[src/rtl/hier_leaf_stream_stage.sv]
// hier_leaf_stream_stage
// Leaf stage: small valid/ready FIFO with a registered head, a running XOR
// checksum of forwarded beats and a drain-on-request flush sequencer.
// Optional feature macro: HIER_LEAF_PARITY_EN adds per-entry parity storage,
// a registered out_parity and a sticky parity_err flag.
module hier_leaf_stream_stage #(
    parameter int DATA_W  = 8,
    parameter int DEPTH   = 4,
    parameter int LEAF_ID = 0
) (
    input  logic                       clk,
    input  logic                       rst_n,
    input  logic                       in_valid,
    output logic                       in_ready,
    input  logic [DATA_W-1:0]          in_data,
    output logic                       out_valid,
    input  logic                       out_ready,
    output logic [DATA_W-1:0]          out_data,
    input  logic                       flush_req,
    output logic                       flush_done,
    output logic [$clog2(DEPTH):0]     level,
    output logic [DATA_W-1:0]          checksum,
    output logic [7:0]                 leaf_id
`ifdef HIER_LEAF_PARITY_EN
    ,
    output logic                       out_parity,
    output logic                       parity_err
`endif
);

    localparam int PW = $clog2(DEPTH);
    localparam int LW = PW + 1;

    typedef enum logic [1:0] {RUN, DRAIN, DONE} state_t;

    state_t            state;
    state_t            state_next;
    logic              done_next;
    logic [PW-1:0]     wr_ptr;
    logic [PW-1:0]     rd_ptr;
    logic [PW-1:0]     rd_next;
    logic [LW-1:0]     level_next;
    logic [DATA_W-1:0] head_next;
    logic [DATA_W-1:0] mem [DEPTH];
    logic              push;
    logic              pop;

    // In DONE the stage stays closed until flush_req is released, so a held
    // request cannot let new beats sneak in behind a completed drain.
    assign in_ready  = rst_n && (state == RUN) && !flush_req &&
                       ((level < LW'(DEPTH)) || out_ready);
    assign out_valid = (level != '0);
    assign push      = in_valid && in_ready;
    assign pop       = out_valid && out_ready;
    assign leaf_id   = 8'(LEAF_ID);

    // Flush sequencer next state and the done pulse request.
    always_comb begin
        state_next = state;
        done_next  = 1'b0;
        case (state)
            RUN: begin
                if (flush_req) begin
                    if (level == '0) begin
                        done_next  = 1'b1;
                        state_next = DONE;
                    end else begin
                        state_next = DRAIN;
                    end
                end
            end
            DRAIN: begin
                if ((level == '0) || ((level == LW'(1)) && pop)) begin
                    done_next  = 1'b1;
                    state_next = DONE;
                end
            end
            DONE: begin
                if (!flush_req) state_next = RUN;
            end
            default: state_next = RUN;
        endcase
    end

    // Next read pointer, occupancy and head value; a beat written into the
    // slot that becomes the head is forwarded straight from in_data.
    always_comb begin
        rd_next = pop ? rd_ptr + PW'(1) : rd_ptr;
        case ({push, pop})
            2'b10:   level_next = level + LW'(1);
            2'b01:   level_next = level - LW'(1);
            default: level_next = level;
        endcase
        if (push && (wr_ptr == rd_next)) head_next = in_data;
        else                             head_next = mem[rd_next];
    end

    // Control, head register and checksum; all cleared asynchronously.
    always_ff @(posedge clk or negedge rst_n) begin
        if (!rst_n) begin
            state      <= RUN;
            flush_done <= 1'b0;
            wr_ptr     <= '0;
            rd_ptr     <= '0;
            level      <= '0;
            out_data   <= '0;
            checksum   <= '0;
        end else begin
            state      <= state_next;
            flush_done <= done_next;
            level      <= level_next;
            rd_ptr     <= rd_next;
            if (push) wr_ptr <= wr_ptr + PW'(1);
            if (pop)  checksum <= checksum ^ out_data;
            out_data   <= (level_next == '0) ? '0 : head_next;
        end
    end

    // Payload storage carries no reset; occupancy guards every read.
    always_ff @(posedge clk) begin
        if (push) mem[wr_ptr] <= in_data;
    end

`ifdef HIER_LEAF_PARITY_EN
    logic mem_par [DEPTH];
    logic par_next;

    // Parity of the entry that becomes the head, bypassed like the data.
    always_comb begin
        if (push && (wr_ptr == rd_next)) par_next = ^in_data;
        else                             par_next = mem_par[rd_next];
    end

    // Parity storage written alongside the payload.
    always_ff @(posedge clk) begin
        if (push) mem_par[wr_ptr] <= ^in_data;
    end

    // Registered head parity and sticky readout mismatch flag.
    always_ff @(posedge clk or negedge rst_n) begin
        if (!rst_n) begin
            out_parity <= 1'b0;
            parity_err <= 1'b0;
        end else begin
            out_parity <= (level_next == '0) ? 1'b0 : par_next;
            if (pop && ((^out_data) != out_parity)) parity_err <= 1'b1;
        end
    end
`endif

endmodule

[config.mk]
export PLATFORM = sky130hd
export DESIGN_NAME = hier_leaf_stream_stage
export DESIGN_NICKNAME = d
export VERILOG_FILES = /design/src/rtl/hier_leaf_stream_stage.sv
export SDC_FILE = /design/constraint.sdc
export NUM_CORES = 1
export LEC_CHECK = 0
export CAP_MARGIN = 20
export CORE_ASPECT_RATIO = 1.1
export CORE_UTILIZATION = 49
export DETAILED_ROUTE_END_ITERATION = 10
export PLACE_DENSITY = 0.76
export SYNTH_ARGS = -nofsm -noshare
export SYNTH_HDL_FRONTEND = slang
export SYNTH_SLANG_ARGS = --single-unit
[constraint.sdc]
create_clock -name clk -period 3.4 [get_ports clk]
set_clock_uncertainty 0.1 [all_clocks]
set_input_delay 0.68 -clock clk [delete_from_list [all_inputs] [get_ports clk]]
set_output_delay 0.68 -clock clk [all_outputs]
set_load 0.02 [all_outputs]
# Word level (Yosys, flattened, before mapping)
# Memory sizes are Yosys's and may differ from the RTL's.
# Cells that the tools add are included.
dict set report classes {
  n_eq_ne 9
  addsub 4
  muxes 15
  bitwise 1
  order_cmp 1
  reduce_logical 15
}
# cell count
set ops {}
lappend ops {{8-bit two-way mux} 2}
lappend ops {{2-bit two-way mux} 5}
lappend ops {{8-bit XOR} 1}
lappend ops {{1-bit logical AND} 7}
lappend ops {{3-bit logical NOT} 2}
lappend ops {{2-bit inequality test (second input constant)} 3}
lappend ops {{2-bit case mux with 3 select lines} 1}
lappend ops {{3-bit case mux with 2 select lines} 1}
lappend ops {{1-bit two-way mux} 5}
lappend ops {{2-bit by 1-bit adder with 2-bit output (second input constant)} 2}
lappend ops {{2-bit by 1-bit == test with 1-bit output (second input constant)} 2}
lappend ops {{2-bit == test (second input constant)} 2}
lappend ops {{3-bit by 1-bit adder with 3-bit output (second input constant)} 1}
lappend ops {{3-bit by 1-bit == test with 1-bit output (second input constant)} 1}
lappend ops {{3-bit less-than comparator (second input constant)} 1}
lappend ops {{3-bit AND reduction} 1}
lappend ops {{3-bit nonzero test} 1}
lappend ops {{3-bit by 1-bit subtractor with 3-bit output (second input constant)} 1}
lappend ops {{2-bit == test} 1}
lappend ops {{2-bit logical NOT} 1}
lappend ops {{1-bit logical OR} 2}
lappend ops {{1-bit case mux with 2 select lines} 1}
lappend ops {{1-bit logical NOT} 1}
dict set report totals {
  input_bits 13
  memories 1
  word_cells 53
  out_inout_bits 30
  regBits 26
  ram_bits 32
}
# memory words word_bits read_ports rd_clocked_by_memory_dff write_ports line_no
set memory_table {}
lappend memory_table {mem 4 8 1 0 1 44} ;# logic [DATA_W-1:0] mem [DEPTH];

# Longest topological paths before layout
# Gate-level depths: netlist of run 1.
dict set report logic_depth {
  word_depth 9
  ltp_mapped 15
  mapped_depth_nobuf 12
}

# Worst setup path before layout of run 1
# No wires, ideal clock.
dict set report synth_path {
  path_kind {reg2reg}
  start {register level[0]}
  end {register out_data[6]}
  stages_incl_launch_ff 15
  path_slack_ns -0.236
  t_arrival_ns 3.396
  n_path_buf 3
  cell_sequence {dfrtp_1 -> inv_1 -> ha_1 -> nor2b_1 -> inv_1 -> nand2_1 -> clkinv_1 -> clkbuf_1 -> ha_1 -> o31ai_1 -> or4b_1 -> clkbuf_1 -> buf_2 -> o31ai_1 -> mux2i_1}
}
dict set report synth_via {
  elab_cells_between_ends 18
  cone_classes {add/sub (2); order compare (1); eq/ne (3); mux (4); reduce/logical (7); memory (1)}
}
# element line_no
set synth_rtl {}
lappend synth_rtl {{start, declared} 21} ;# output logic [$clog2(DEPTH):0] level,
lappend synth_rtl {{start signal, assigned} 111} ;# level <= level_next;
lappend synth_rtl {{3-bit nonzero test *} 52} ;# assign out_valid = (level != '0);
lappend synth_rtl {{named net out_valid} 16} ;# output logic out_valid,
lappend synth_rtl {{1-bit logical AND *} 54} ;# assign pop = out_valid && out_ready;
lappend synth_rtl {{named net pop} 46} ;# logic pop;
lappend synth_rtl {{branches (longest 4 deep; another with memory 4 x 8 bit)} n/a}
lappend synth_rtl {{8-bit two-way mux *} 115} ;# out_data <= (level_next == '0) ? '0 : head_next;
lappend synth_rtl {{end signal, assigned} 115}
lappend synth_rtl {{end, declared} 18} ;# output logic [DATA_W-1:0] out_data,
# Mark *: on every way through the listed nets, which the timed path passes.
# A chain may end at the register's enable or synchronous reset.

# Worst setup path in the final report of run 1
dict set report layout_path {
  start {input port rst_n}
  end {output port in_ready}
}
dict set report layout_via {
  elab_chain_cells 3
}
# element line_no
set layout_lines {}
lappend layout_lines {{start, declared} 12} ;# input logic rst_n,
lappend layout_lines {{1-bit logical AND (3 in a row)} 50} ;# assign in_ready = rst_n && (state == RUN) && !flush_req &&
lappend layout_lines {{end, declared} 14} ;# output logic in_ready,
# Every way passes these cells.

==> results of run 1 <==
[power by group through the flow]
| stage | Clock [mW] | Combinational [mW] | Sequential, mW |
|---|---|---|---|
| final | 0.678 | 1.30 | 1.06 |
| after global routing | 0.725 | 1.39 | 1.09 |
| after CTS | 0.690 | 1.27 | 1.06 |
| after detailed placement | 0 | 1.27 | 1.08 |
| after global placement | 0 | 1.23 | 1.07 |
| after floorplan | 0 | 0.813 | 1.09 |
[synthesized netlist by cell type (all sizes together)]
master  count
xor2        1
nor3        3
nor4b       7
a22oi       2
a21oi      14
nand2b      1
a31oi       1
conb        1
inv         9
o21a        1
ha         11
nand3       4
o22ai      14
mux2       14
a211oi      2
o21bai      1
or4b        2
clkbuf      6
nor2       24
clkinv      1
or2         3
nand2      27
nand3b      2
and3        4
nor2b       4
o221ai      7
edfxtp     32
o21ai       4
xnor2      11
mux2i       9
buf        14
o31ai       3
dfrtp      26
[layout make-up]
class | count | area share, %
multi-input cells | 184 | 35.08
repair buffers | 50 | 12.37
clock inverters | 7 | 2.251
well taps | 77 | 2.587
flip-flops and latches | 58 | 43.28
inverters | 10 | 1.109
clock buffers | 9 | 3.327
[cell usage in the layout (no fill, tap or decap), types with 8 or more instances in the layout]
cell | netlist | routed
clkdlybuf4s50_1 | 0 | 34
edfxtp_1 | 32 | 32
nand2_1 | 26 | 26
dfrtp_1 | 26 | 26
nor2_1 | 24 | 24
buf_4 | 8 | 16
mux2_2 | 14 | 14
o22ai_1 | 14 | 14
a21oi_1 | 13 | 13
xnor2_1 | 11 | 11
mux2i_1 | 9 | 9
ha_1 | 11 | 9
clkbuf_8 | 0 | 9
conb_1 | 1 | 8
[cell families (layout without fill, tap and decap cells)]
logic type | Yosys count | in the layout | share of synthesized area [%]
XOR/XNOR | 12 | 12 | 3.497
flip-flops | 58 | 58 | 53.62
other | 1 | 8 | 0.1248
AND/OR/NAND/NOR | 81 | 81 | 14.15
AO/OA/AOI/OAI | 49 | 49 | 10.78
multiplexers | 23 | 23 | 8.243
buffers and inverters | 30 | 76 | 4.996
adder cells (fa/ha/maj) | 11 | 11 | 4.579
[through the flow]
step	setup WS, ns	instance area, um^2	cells	hold WS, ns
finish	0.04179	3724	395	0.3672
global route	-0.004971	3724	395	0.3855
CTS	0.009392	3687	395	0.3726
detailed placement	-0.3168	3480	379	0.3606
global placement	-0.1877	3480	379	0.3580
floorplan	0.03553	3034	272	0.2844
[routing by layer]
| metal | global-route usage [%] | up-vias | routed length [um] |
|---|---|---|---|
| met5 | 0 | - | 0 |
| met4 | 12.76 | 0 | 111 |
| met3 | 4.674 | 8 | 429 |
| met2 | 37.42 | 100 | 3407 |
| met1 | 26.48 | 1101 | 2741 |
| li1 | - | 1043 | - |
[flip-flops by register name (all words and copies together), names as in the netlist]
register    count
mem            32
out_data        8
state           2
rd_ptr          2
checksum        8
level           3
flush_done      1
wr_ptr          2
[worst max-delay path: stages]
cell and delay (ns):
clkdlybuf4s50_1 0.49, or4b_4 0.48, a21oi_4 0.17, buf_4 0.16, clkdlybuf4s50_1 0.60
[worst min path at each step]
stage,from,endpoint,slack [ns],cells after the start
after floorplan,rst_n,checksum[0],0.28,0
after global placement,checksum[1],checksum[1],0.36,1
after detailed placement,checksum[1],checksum[1],0.36,1
after CTS,checksum[0],checksum[0],0.37,1
after global routing,checksum[3],checksum[3],0.39,1
final,checksum[5],checksum[5],0.37,1
==> results.sh, run 1 <==
export IMPL_status="completed"
export IMPL_p_leak_nw=1.422
export IMPL_cp_startpoint="rst_n"
export IMPL_syn_area_um2=3005
export IMPL_crit_type="in -> out"
export IMPL_dr_total_vias=2252
export IMPL_slew_headroom_pct=47.02
export IMPL_worst_slew_pin_slew_ns=0.7947
export IMPL_grt_pass1_vias=2180
export IMPL_diodes=0
export IMPL_final_core_util_pct=63.74
export IMPL_dieArea_um2=6451
export IMPL_ff2ff_setup_slack_ns=0.32
export IMPL_hold_path_class="reg -> reg"
export IMPL_final_min_clock_period_ns=3.358
export IMPL_reg2reg_depth=13
export IMPL_nFillCells=463
export IMPL_synth_seq_cells=58
export IMPL_grt_use_total_pct=22.26
export IMPL_clock_sinks=58
export IMPL_synthCells=265
export IMPL_synth_cell_types=40
export IMPL_h_tree_depth=3
export IMPL_setup_violations=0
export IMPL_cts_made_buffers=9
export IMPL_yosysTopAreaCellShare_pct=31.97
export IMPL_vias_per_cell=5.701
export IMPL_avgSynthCellArea_um2=11.34
export IMPL_cellPowerDensity_nw_per_um2=816.4
export IMPL_cp_arrival_ns=2.58
export IMPL_nets=337
export IMPL_io_pin_count=43
export IMPL_multi_input_comb_area_um2=1306
export IMPL_comb_power_share_pct=42.7
export IMPL_area_growth_pct=23.90
export IMPL_cts_resized=0
export IMPL_gp_congestion=0.8598
export IMPL_final_seq_area_um2=1612
export IMPL_drive_above_1_share_pct=19.50
export IMPL_required_ns=2.62
export IMPL_dp_hpwl_um=4549
export IMPL_clock_path_buffers=2
export IMPL_yosys_warnings=0
export IMPL_drc=0
export IMPL_path_max_fanout=5
export IMPL_grt_max_degree=27
export IMPL_dr_pass1_iters=4
export IMPL_p_seq_share_pct=35.0
export IMPL_hold_buffers=0
export IMPL_r2r_start="level[0]"
export IMPL_internal_power_mw=1.894
export IMPL_maxSlewViolCount=0
export IMPL_power_mw=3.040
export IMPL_ant_nets=0
export IMPL_ys_seq_area_share_pct=53.62
export IMPL_crit_end="in_ready"
export IMPL_initial_core_util_pct=51.45
export IMPL_peakVddDrop_mv=0.3936
export IMPL_die_w_um=76.67
export IMPL_power_switching_mw=1.146
export IMPL_path_clk_slew_ns=0.07
export IMPL_grt_pass1_wl_um=10700
export IMPL_wl_per_cell_um=16.93
export IMPL_start_kind="input port"
export IMPL_endpoint_kind="output port"
export IMPL_std_cell_rows=29
export IMPL_cts_setup_buffers=0
export IMPL_drt_iter0_markers=189
export IMPL_final_hold_violation_count=0
export IMPL_grt_overflow=0
export IMPL_clk_latency_ns=0.34
export IMPL_max_clock_freq_mhz=297.8
export IMPL_pwr_share_clk_pct=22.3
export IMPL_antenna_found_initial=0
export IMPL_yosysTopAreaCell="edfxtp_1"
export IMPL_swShare_pct=37.71
export IMPL_core_region_area_um2=5842
export IMPL_cts_tree="yes"
export IMPL_yosys_top_cells_area="edfxtp_1 (32%), dfrtp_1 (22%), mux2_2 (5.2%)"
export IMPL_die_height_um=84.14
export IMPL_finalCritPeriodShare_pct=98.77
export IMPL_cap_violations=0
export IMPL_drt_wl_total_um=6689
export IMPL_cts_root_buffer="clkbuf_8"
export IMPL_fin_setup_tns_ns=0
export IMPL_port_buffers=34
export IMPL_rr_endpoint="out_data[2]"
(Power assumes the default switching activity.)
==> run 2: changes to the inputs <==
GPL_TIMING_DRIVEN = 0   (was not set)
clock period = 2.8 ns   (was 3.4 ns; I/O delays follow)
==> run 2 against run 1 <==
Against the previous run: the run now ends with setup timing left; worst hold slack worse by 0.23 ns; sequential power is 14% higher; core utilization is 6.1 points higher; flip-flop and latch count stayed put; via count is 4.3% higher; die area stayed put; critical endpoint is now out_data[1].
==> results.sh, run 2 (same netlist as run 1, synthesis figures left out) <==
export IMPL_status="complete, but fails checks"
export IMPL_violations="setup timing"
export IMPL_grt_use_total_pct=24.16
export IMPL_ant_nets=0
export IMPL_io_pin_count=43
export IMPL_core_region_area_um2=5842
export IMPL_pwr_share_clk_pct=16.9
export IMPL_final_core_util_pct=69.82
export IMPL_peakVddDrop_mv=0.4704
export IMPL_die_w_um=76.67
export IMPL_cp_slowest_stage_delay_ns=0.62
export IMPL_placed_area_um2=3543
export IMPL_drc=0
export IMPL_std_cell_rows=29
export IMPL_final_min_clock_period_ns=2.942
export IMPL_port_buffers=34
export IMPL_rsz0062_at_grt="yes"
export IMPL_top_regs="mem x32, checksum x8, out_data x8"
export IMPL_antenna_found_initial=0
export IMPL_initial_core_util_pct=51.45
export IMPL_path_common_cell="or4b_4"
export IMPL_maxSlewViolCount=0
export IMPL_clk_latency_ns=0.35
export IMPL_required_ns=2.89
export IMPL_path_max_fanout=5
export IMPL_grt_pass1_vias=2305
export IMPL_finalCritPeriodShare_pct=105.1
export IMPL_vias_per_cell=5.590
export IMPL_dieArea_um2=6451
export IMPL_cap_violations=0
export IMPL_nets=362
export IMPL_fin_ws_ns=-0.1421
export IMPL_dr_pass1_iters=4
export IMPL_dr_total_vias=2348
export IMPL_p_leak_nw=1.588
export IMPL_power_switching_mw=1.569
export IMPL_regMostFlops="mem"
export IMPL_grt_max_degree=12
export IMPL_worst_slew_pin_slew_ns=0.6312
export IMPL_die_height_um=84.14
export IMPL_drive_above_1_share_pct=30.03
export IMPL_cp_slowest_cell="or4b_4"
export IMPL_setup_violations=8
export IMPL_swShare_pct=39.17
export IMPL_grt_pass1_wl_um=11560
export IMPL_clock_sinks=58
export IMPL_start_kind="flip-flop"
export IMPL_wl_per_cell_um=17.05
export IMPL_internal_power_mw=2.437
export IMPL_cts_root_buffer="clkbuf_8"
export IMPL_slew_headroom_pct=57.92
export IMPL_endpoint_kind="flip-flop"
export IMPL_gp_congestion=0.8962
export IMPL_path_clk_slew_ns=0.06
export IMPL_fin_area_um2=4079
export IMPL_drt_wl_total_um=7161
export IMPL_cts_made_buffers=9
export IMPL_final_cell_mix="edfxtp_1 (32), clkdlybuf4s50_1 (30), nor2_1 (24), buf_4 (24), dfrtp_1 (24)"
export IMPL_final_common_cell="edfxtp_1"
export IMPL_h_tree_depth=3
export IMPL_dp_hpwl_um=4591
export IMPL_largest_reg_flops=32
export IMPL_grt_overflow=0
export IMPL_area_growth_pct=35.72
export IMPL_p_seq_share_pct=30.1
export IMPL_max_clock_freq_mhz=339.9
export IMPL_clock_path_buffers=2
export IMPL_crit_type="reg -> reg"
export IMPL_comb_power_share_pct=53.0
export IMPL_diodes=0
export IMPL_cp_arrival_ns=3.04
export IMPL_hold_path_class="in -> async"
export IMPL_cts_tree="yes"
export IMPL_drt_iter0_markers=120
export IMPL_crit_chain="or4b_4 > a21oi_4 > nand2_4 > ha_4 > or2_4 > o21ai_4 > or4b_4 > buf_6 > o221ai_1 > mux2i_1"
export IMPL_cellPowerDensity_nw_per_um2=982.1
export IMPL_final_hold_violation_count=0
-- run 2: cell count changes in the layout (fill, tap and decap cells not counted), moves of 3 or more --
cell,change
clkdlybuf4s50_1,-4
nand2_2,+5
buf_6,+3
o221ai_1,-4
buf_4,+8
clkbuf_1,+6
nand2_1,-6
o221ai_2,+4
buf_2,+4
-- run 2: area by class of cell --
| type | count | area (um^2) |
|---|---|---|
| fill | 416 | 1763 |
| sequential | 58 | 1614 |
| multi-input combinational | 184 | 1418 |
| timing repair buffer | 56 | 574.3 |
| clock buffer | 13 | 160.2 |
| buffer | 19 | 147.6 |
| tap | 77 | 96.34 |
| inverter | 10 | 55.05 |
| clock inverter | 3 | 13.76 |
-- run 2: worst paths after layout --
| check | slack [ns] | depth (start not counted) | from | endpoint |
|---|---|---|---|---|
| min in group clk | 0.37 | 1 | checksum[3] | checksum[3] |
| worst max-delay path | -0.14 | 10 | state[1] | out_data[1] |
| max in group asynchronous | 1.83 | 2 | rst_n | level[0] |
| worst min register to register | 0.37 | 1 | checksum[3] | checksum[3] |
| worst max register to register | -0.14 | 10 | state[1] | out_data[1] |
| worst min-delay path | 0.13 | 3 | rst_n | state[1] |
-- run 2: worst max-delay path, delay by kind of cell (launching register included) --
family	cells	cell delay [ns]
adders and majority gates	1	0.32
and+or+nand+nor	4	1.37
buffers and inverters	1	0.18
AOI/OAI and AO/OA	3	0.28
DFF	1	0.42
muxes	1	0.12
-- run 2: power by group through the flow --
stage	combinational, mW	sequential [mW]	clock, mW
after floorplan	1.03	1.32	0
after global placement	1.65	1.22	0
after detailed placement	1.70	1.23	0
after CTS	2.06	1.21	0.690
after global routing	2.27	1.23	0.732
final	2.12	1.21	0.679
-- run 2: metrics by stage --
step | instances | total power, mW | worst slack [ns] | setup TNS (ns) | hold slack (ns)
6_report | 420 | 4.006 | -0.1421 | -0.9778 | 0.1333
5_1_grt | 420 | 4.223 | -0.1901 | -1.454 | 0.1423
4_1_cts | 417 | 3.953 | -0.1799 | -1.297 | 0.1362
3_5_place_dp | 384 | 2.923 | -1.502 | -22.15 | 0.3621
3_3_place_gp | 383 | 2.867 | -1.867 | -40.80 | 0.3583
2_1_floorplan | 272 | 2.349 | -0.2990 | -2.200 | 0.1644
-- run 2: what timing repair did --
action | CTS | global route
hold endpoints to repair | 5 | 0
gates resized for setup | 50 | 6
cloned | 2 | 0
hold buffers | 1 | 0
pin swaps | 7 | 6
endpoints found under the setup margin | 12 | 8
setup buffers | 14 | 4
-- run 2: routing by layer --
layer / vias to the layer above / GRT usage, % / share of wire, % / wire length [um]
met3: 23 / 6.304 / 6.5 / 466
met4: 0 / 12.94 / 3.1 / 223
li1: 1093 / - / - / -
met2: 95 / 40.42 / 50 / 3562
met5: - / 0 / 0 / 0
met1: 1137 / 28.46 / 41 / 2908
==> run 3: changes to the inputs <==
CTS_CLUSTER_DIAMETER = 100   (was not set)
==> results of run 3 <==
Final layout, timing and power as in run 2 (identical DEF).
